[config.mk]
export PLATFORM = sky130hd
export DESIGN_NAME = lcd_pixel_unpacker
export DESIGN_NICKNAME = d
export VERILOG_FILES = /design/src/rtl/lcd_pix_pkg.sv /design/src/rtl/lcd_pix_extract.sv /design/src/rtl/lcd_pixel_unpacker.sv
export SDC_FILE = /design/constraint.sdc
export NUM_CORES = 1
export LEC_CHECK = 0
export BUFFER_PORTS_ARGS = -buffer_cell sky130_fd_sc_hd__buf_2
export CELL_PAD_IN_SITES_DETAIL_PLACEMENT = 2
export CELL_PAD_IN_SITES_GLOBAL_PLACEMENT = 2
export CORE_MARGIN = 4
export CORE_UTILIZATION = 40
export DETAILED_ROUTE_END_ITERATION = 16
export MAX_ROUTING_LAYER = met4
export PLACE_DENSITY = 0.88
export SYNTH_ARGS = -nofsm -noshare
export SYNTH_HDL_FRONTEND = slang
export SYNTH_SLANG_ARGS = --single-unit
[constraint.sdc]
create_clock -name clk -period 9.1 [get_ports clk]
set_input_delay 0.455 -clock clk [delete_from_list [all_inputs] [get_ports clk]]
set_output_delay 0.455 -clock clk [all_outputs]
set_load 0.05 [all_outputs]
[src/rtl/lcd_pix_pkg.sv]
// Shared types and helpers for the LCD pixel unpacker: state encoding,
// bits-per-pixel codes and the pixels-per-word lookup.
package lcd_pix_pkg;

  typedef enum logic {S_EMPTY, S_HOLD} upk_state_t;

  localparam logic [2:0] BPP1  = 3'd0;
  localparam logic [2:0] BPP2  = 3'd1;
  localparam logic [2:0] BPP4  = 3'd2;
  localparam logic [2:0] BPP8  = 3'd3;
  localparam logic [2:0] BPP16 = 3'd4;

  // Codes 5..7 are reserved and behave as 16bpp.
  function automatic logic [2:0] bpp_norm_f(input logic [2:0] bpp_code);
    return (bpp_code > BPP16) ? BPP16 : bpp_code;
  endfunction

  function automatic logic [5:0] ppw_f(input logic [2:0] bpp_code);
    case (bpp_norm_f(bpp_code))
      BPP1:    return 6'd32;
      BPP2:    return 6'd16;
      BPP4:    return 6'd8;
      BPP8:    return 6'd4;
      default: return 6'd2;
    endcase
  endfunction

endpackage

[src/rtl/lcd_pix_extract.sv]
// Combinational pixel slicer: picks pixel idx out of a 32-bit word for the
// given depth and pixel order, zero-extended to 16 bits.
module lcd_pix_extract
  import lcd_pix_pkg::*;
(
  input  logic [31:0] word_i,
  input  logic [4:0]  idx_i,
  input  logic [2:0]  bpp_i,
  input  logic        be_i,
  output logic [15:0] pix_o
);

  logic [2:0]  code;
  logic [6:0]  lo_bit;
  logic [6:0]  shamt;
  logic [31:0] shifted;
  logic [15:0] mask;

  always_comb begin
    code   = bpp_norm_f(bpp_i);
    lo_bit = {2'b00, idx_i} << code;
    // MSB-first order counts slots down from bit 31 instead of up from bit 0.
    shamt  = be_i ? (7'd32 - (lo_bit + (7'd1 << code))) : lo_bit;
    shifted = word_i >> shamt;
    case (code)
      BPP1:    mask = 16'h0001;
      BPP2:    mask = 16'h0003;
      BPP4:    mask = 16'h000F;
      BPP8:    mask = 16'h00FF;
      default: mask = 16'hFFFF;
    endcase
    pix_o = shifted[15:0] & mask;
  end

endmodule

[src/rtl/lcd_pixel_unpacker.sv]
// Consumer end of the LCD DMA FIFO: holds one word, hands out one pixel per
// pix_req, refills without a bubble and resyncs on the frame pulse.
module lcd_pixel_unpacker
  import lcd_pix_pkg::*;
#(
  parameter int DW = 32,
  parameter int PW = 16
) (
  input  logic          clk,
  input  logic          rst,
  input  logic          fp_pulse,
  input  logic [DW-1:0] fifo_rdata,
  input  logic          fifo_empty,
  output logic          fifo_pull,
  input  logic          pix_req,
  input  logic [2:0]    bpp_sel,
  input  logic          be_sel,
  output logic [PW-1:0] pix_data,
  output logic          pix_valid,
  output logic          underflow
);

  upk_state_t    state_q, state_d;
  logic [DW-1:0] word_q, word_d;
  logic [4:0]    idx_q, idx_d;
  logic [2:0]    bpp_q, bpp_d;
  logic          be_q, be_d;
  logic [PW-1:0] pix_data_q, pix_data_d;
  logic          pix_valid_q, pix_valid_d;
  logic          underflow_q, underflow_d;

  logic [15:0]   pixel;
  logic          last;

  lcd_pix_extract u_extract (
    .word_i (word_q),
    .idx_i  (idx_q),
    .bpp_i  (bpp_q),
    .be_i   (be_q),
    .pix_o  (pixel)
  );

  assign last = ({1'b0, idx_q} == (ppw_f(bpp_q) - 6'd1));

  // The FIFO flushes on the frame pulse, so its head word must not be taken then.
  assign fifo_pull = !fp_pulse && !fifo_empty &&
                     ((state_q == S_EMPTY) || (pix_req && last));

  always_comb begin
    // NOTE: every next-state signal gets a default first so no path infers a latch.
    state_d     = state_q;
    word_d      = word_q;
    idx_d       = idx_q;
    bpp_d       = bpp_q;
    be_d        = be_q;
    pix_data_d  = pix_data_q;
    pix_valid_d = 1'b0;
    underflow_d = underflow_q;

    if (fp_pulse) begin
      state_d     = S_EMPTY;
      idx_d       = '0;
      underflow_d = 1'b0;
      bpp_d       = bpp_norm_f(bpp_sel);
      be_d        = be_sel;
    end else begin
      if (pix_req) begin
        if (state_q == S_HOLD) begin
          pix_data_d  = PW'(pixel);
          pix_valid_d = 1'b1;
          if (!last)           idx_d   = idx_q + 5'd1;
          else if (fifo_empty) state_d = S_EMPTY;
        end else begin
          pix_data_d  = '0;
          underflow_d = 1'b1;
        end
      end
      if (fifo_pull) begin
        word_d  = fifo_rdata;
        idx_d   = '0;
        state_d = S_HOLD;
      end
    end
  end

  // NOTE: sequential state uses non-blocking assignments so every register
  // samples pre-edge values regardless of process ordering.
  always_ff @(posedge clk or posedge rst) begin
    if (rst) begin
      state_q     <= S_EMPTY;
      word_q      <= '0;
      idx_q       <= '0;
      bpp_q       <= BPP16;
      be_q        <= 1'b0;
      pix_data_q  <= '0;
      pix_valid_q <= 1'b0;
      underflow_q <= 1'b0;
    end else begin
      state_q     <= state_d;
      word_q      <= word_d;
      idx_q       <= idx_d;
      bpp_q       <= bpp_d;
      be_q        <= be_d;
      pix_data_q  <= pix_data_d;
      pix_valid_q <= pix_valid_d;
      underflow_q <= underflow_d;
    end
  end

  assign pix_data  = pix_data_q;
  assign pix_valid = pix_valid_q;
  assign underflow = underflow_q;

endmodule

==> flow_summary.toml <==
[routing]
drc_errors = 0
drt_iter0_drc = 281
drt.antenna.violating_nets = 0
vias = 4547
wl_per_cell_um = 26.79
detail_route.vias_per_cell = 6.580
wirelength_um = 18510
drt_pre_antenna_iters = 5

[yosys]
syn-mean-instance-area_um2 = 9.395
post_synth_instance_area_um2 = 4726
yosysTopAreaCell = "dfrtp_1"
synth-edff-count = 0
yosys_warnings = 0
ys_top_cells_by_count = "dfrtp_1 (59), nand2_1 (51), mux2i_1 (45)"
synth_sequential_area_ratio_pct = 31.80
syn-instance-count = 503
synth.most_common_cell = "dfrtp_1"
post-synth-top-area-fraction_pct = 31.24
synth_cell_types = 72
synth_seq_cells = 60
post_synth_main_area_contributors = "dfrtp_1 (31%), mux2_2 (10%), mux2i_1 (9.5%)"
synth.net_count = 557
ys_dominant_reg_cell = "dfrtp_1"
asyncSetResetFlopFracSynth_pct = 100.0

[die]
boundaryPins = 60
die_h_um = 116.7
floorplan.die_area_um2 = 13620
start_util_pct = 41.21
row_count = 39
placeableCoreArea_um2 = 11470
horiz_die_dim_um = 116.7

[critical_path]
sum_of_buffers_and_inverters_on_the_critical_path = 2
worstSetupStartpointType = "flop"
timing.critical_path.arrival_ns = 4.93
critical-path-max-stage-delay_ns = 1.01
worst_path_dominant_cell_family = "compound AO/OA/AOI/OAI gates"
crit-reg2reg-capture = "pix_data[1]$_DFFE_PP0P_"
worstPathRequired_ns = 9.26
cell_with_the_biggest_individual_delay_on_the_critical_path = "o31a_1"
timing.critical_path.mode_cell = "inv_1"
worstReg2RegStart = "bpp_q[0]$_DFFE_PP0P_"
setup.worst_path.class = "flop to flop"
cp.depth = 12
crit_end_element = "flop"
critical_path.cell_chain = "inv_1, nor3_1, o21ai_0, ha_1, inv_1, fa_1, mux2i_1, o31a_1, o221a_2, nor4_1, o2111ai_1, o311ai_0"
r2r_setup_slack_ns = 4.33
worstRegToRegCells = 12
maximum_fanout_along_the_worst_path = 27

[clock_tree]
clk-insertion-delay-late_ns = 0.34
cts-buffers-inserted = 9
count_of_hold_fix_buffers_inserted_at_cts = 0
ctsLongestPathBuffers = 2
postCtsSetupRepairBufs = 0
clk_pin_slew_ns = 0.06
htree_levels = 3
cts_root_buffer = "clkbuf_16"
tritoncts = "built"
clkSinkCount = 60
post_cts.resized_instances = 0

[global_routing]
grt_max_degree = 61
first_global_vias = 5005
initial_antenna_violation_count = 1
global_route.overflow_total = 0
grt_first_pass_wirelength_um = 29020
globalRouteTotalUtil_pct = 29.05

[hold_path]
hold_path_origin = "fifo_rdata[23]"
worst_hold_path.num_cells = 3
min_path_type = "primary input to flop"
min_to = "word_q[23]$_DFFE_PP0P_"

[timing]
drv_slew = 0
setup_tns_ns = 0
worst_slack_ns = 4.333
max_slew.worst_pin.slew_ns = 1.216
timing.final.hold_violations = 0
final_min_period_over_clock_period_pct = 52.39
skew_ns = 0.007484
final.min_clock_period_ns = 4.767
max_freq_ghz = 0.2098
worst_slew_margin_rel_pct = 18.91
report.final.setup_viol = 0
grt_setup_unrepaired = "false"

[placement]
placement.io_buffers = 59
post-place-ws_ns = 4.599
dp_hpwl_um = 12380
gp_congestion = 0.9622

[run]
drv.max_cap_violation_count = 0

[power_and_ir_drop]
comb_power_share_pct = 39.7
power_density_nw_per_um2 = 236.2
clockPowerShare_pct = 32.0
switching_share_pct = 39.12
total_switching_power_w = 0.0005002
vdd.ir_drop.worst_mv = 0.1419
power.leakage_nw = 2.373
power.internal_w = 0.0007783
seqPwrFrac_pct = 28.2

[finish]
final_nets = 596
num-fill-cells = 1209
syn2layout_area_growth_pct = 14.54
drive_above_1_share_pct = 25.59

[run_status]
run_status = "finished, final reports clean"
## tightest hold or removal path: cells and delay by family
family | cells | cell delay (ns)
and+or+nand+nor | 1 | 0.03
buffers and inverters | 1 | 0.07
AOI/OAI and AO/OA | 1 | 0.06
## how the worst max path moves through the flow
stage / start / endpoint / slack, ns
5_1_grt: bpp_q[0]$_DFFE_PP0P_ / pix_data[1]$_DFFE_PP0P_ / 4.10
2_1_floorplan: bpp_q[0]$_DFFE_PP0P_ / pix_data[5]$_DFFE_PP0P_ / 5.69
3_5_place_dp: bpp_q[0]$_DFFE_PP0P_ / pix_data[0]$_DFFE_PP0P_ / 4.60
3_3_place_gp: bpp_q[0]$_DFFE_PP0P_ / pix_data[0]$_DFFE_PP0P_ / 4.87
4_1_cts: bpp_q[0]$_DFFE_PP0P_ / pix_data[1]$_DFFE_PP0P_ / 4.47
6_report: bpp_q[0]$_DFFE_PP0P_ / pix_data[1]$_DFFE_PP0P_ / 4.33
## per-layer routing
layer / global-route usage, % / routed length, um / up-vias
li1: - / - / 1978
met1: 34.39 / 7520 / 2302
met2: 47.74 / 9159 / 201
met3: 5.026 / 990 / 66
met4: 14.14 / 844 / 0
met5: - / 0 / -
## sequential cells by signal, indices dropped and copies added, names as in the netlist
name and count:
be_q 1, bpp_q 3, idx_q 5, pix_data 16, pix_valid 1, state_q 1
underflow 1, word_q 32
## stage by stage
stage / hold slack [ns] / std cells / power (W) / instance area [um^2] / utilization (%)
after floorplan: 0.4800 / 503 / 0.0006924 / 4726 / -
after detailed placement: 0.4753 / 674 / 0.0008360 / 5059 / 44.11
final: 0.3281 / 691 / 0.001279 / 5413 / 47.20
after CTS: 0.3204 / 690 / 0.001270 / 5410 / 47.18
after global placement: 0.4773 / 674 / 0.0008131 / 5059 / 44.11
after global routing: 0.3511 / 691 / 0.001333 / 5413 / 47.20
## cells in the final DEF (no fill, tap or decap), types with 3 or more instances in the layout
cell type	instances
a21boi_0	5
or3_1	7
inv_1	21
and3_1	3
a21oi_1	17
nor2_1	30
o221ai_1	3
a32oi_1	6
o21a_1	5
o2111ai_1	5
buf_2	59
ha_1	12
o22ai_1	4
mux2_2	42
buf_4	5
o211ai_1	29
dfrtp_1	59
o31ai_1	6
nand3_1	14
a221oi_1	6
o21ai_0	23
o211a_1	4
mux4_2	4
clkbuf_16	9
a21o_1	5
nand2_1	51
and2_1	3
nor2b_1	5
bufinv_16	3
mux2i_1	45
## power groups by stage
| stage | logic [W] | registers [W] | clock network, W |
|---|---|---|---|
| final | 0.000508 | 0.000361 | 0.000409 |
| after global routing | 0.000540 | 0.000365 | 0.000428 |
| after CTS | 0.000498 | 0.000359 | 0.000413 |
| after detailed placement | 0.000476 | 0.000360 | 0 |
| after global placement | 0.000457 | 0.000356 | 0 |
| after floorplan | 0.000332 | 0.000361 | 0 |
## cell type report
type	instances	area [um^2]	area share [%]
well taps	143	178.9	3.306
diodes	1	2.502	0.04623
multi-input cells	385	2962	54.72
clock inverters	4	95.09	1.757
repair buffers	64	332.8	6.149
flip-flops and latches	60	1503	27.76
clock buffers	12	256.5	4.739
inverters	22	82.58	1.526
## cell families (layout without fill, tap and decap cells)
kind of cell | Yosys count | after routing | synth area share [%]
other cells | 1 | 2 | 0.07935
compound gates | 149 | 149 | 23.67
fa+ha+maj | 13 | 13 | 3.601
mux | 93 | 93 | 22.48
simple gates | 126 | 126 | 12.18
buf+inv | 58 | 102 | 5.639
flops | 60 | 60 | 31.80
xor+xnor | 3 | 3 | 0.5561
No activity file was read; power rests on OpenSTA's default activity.
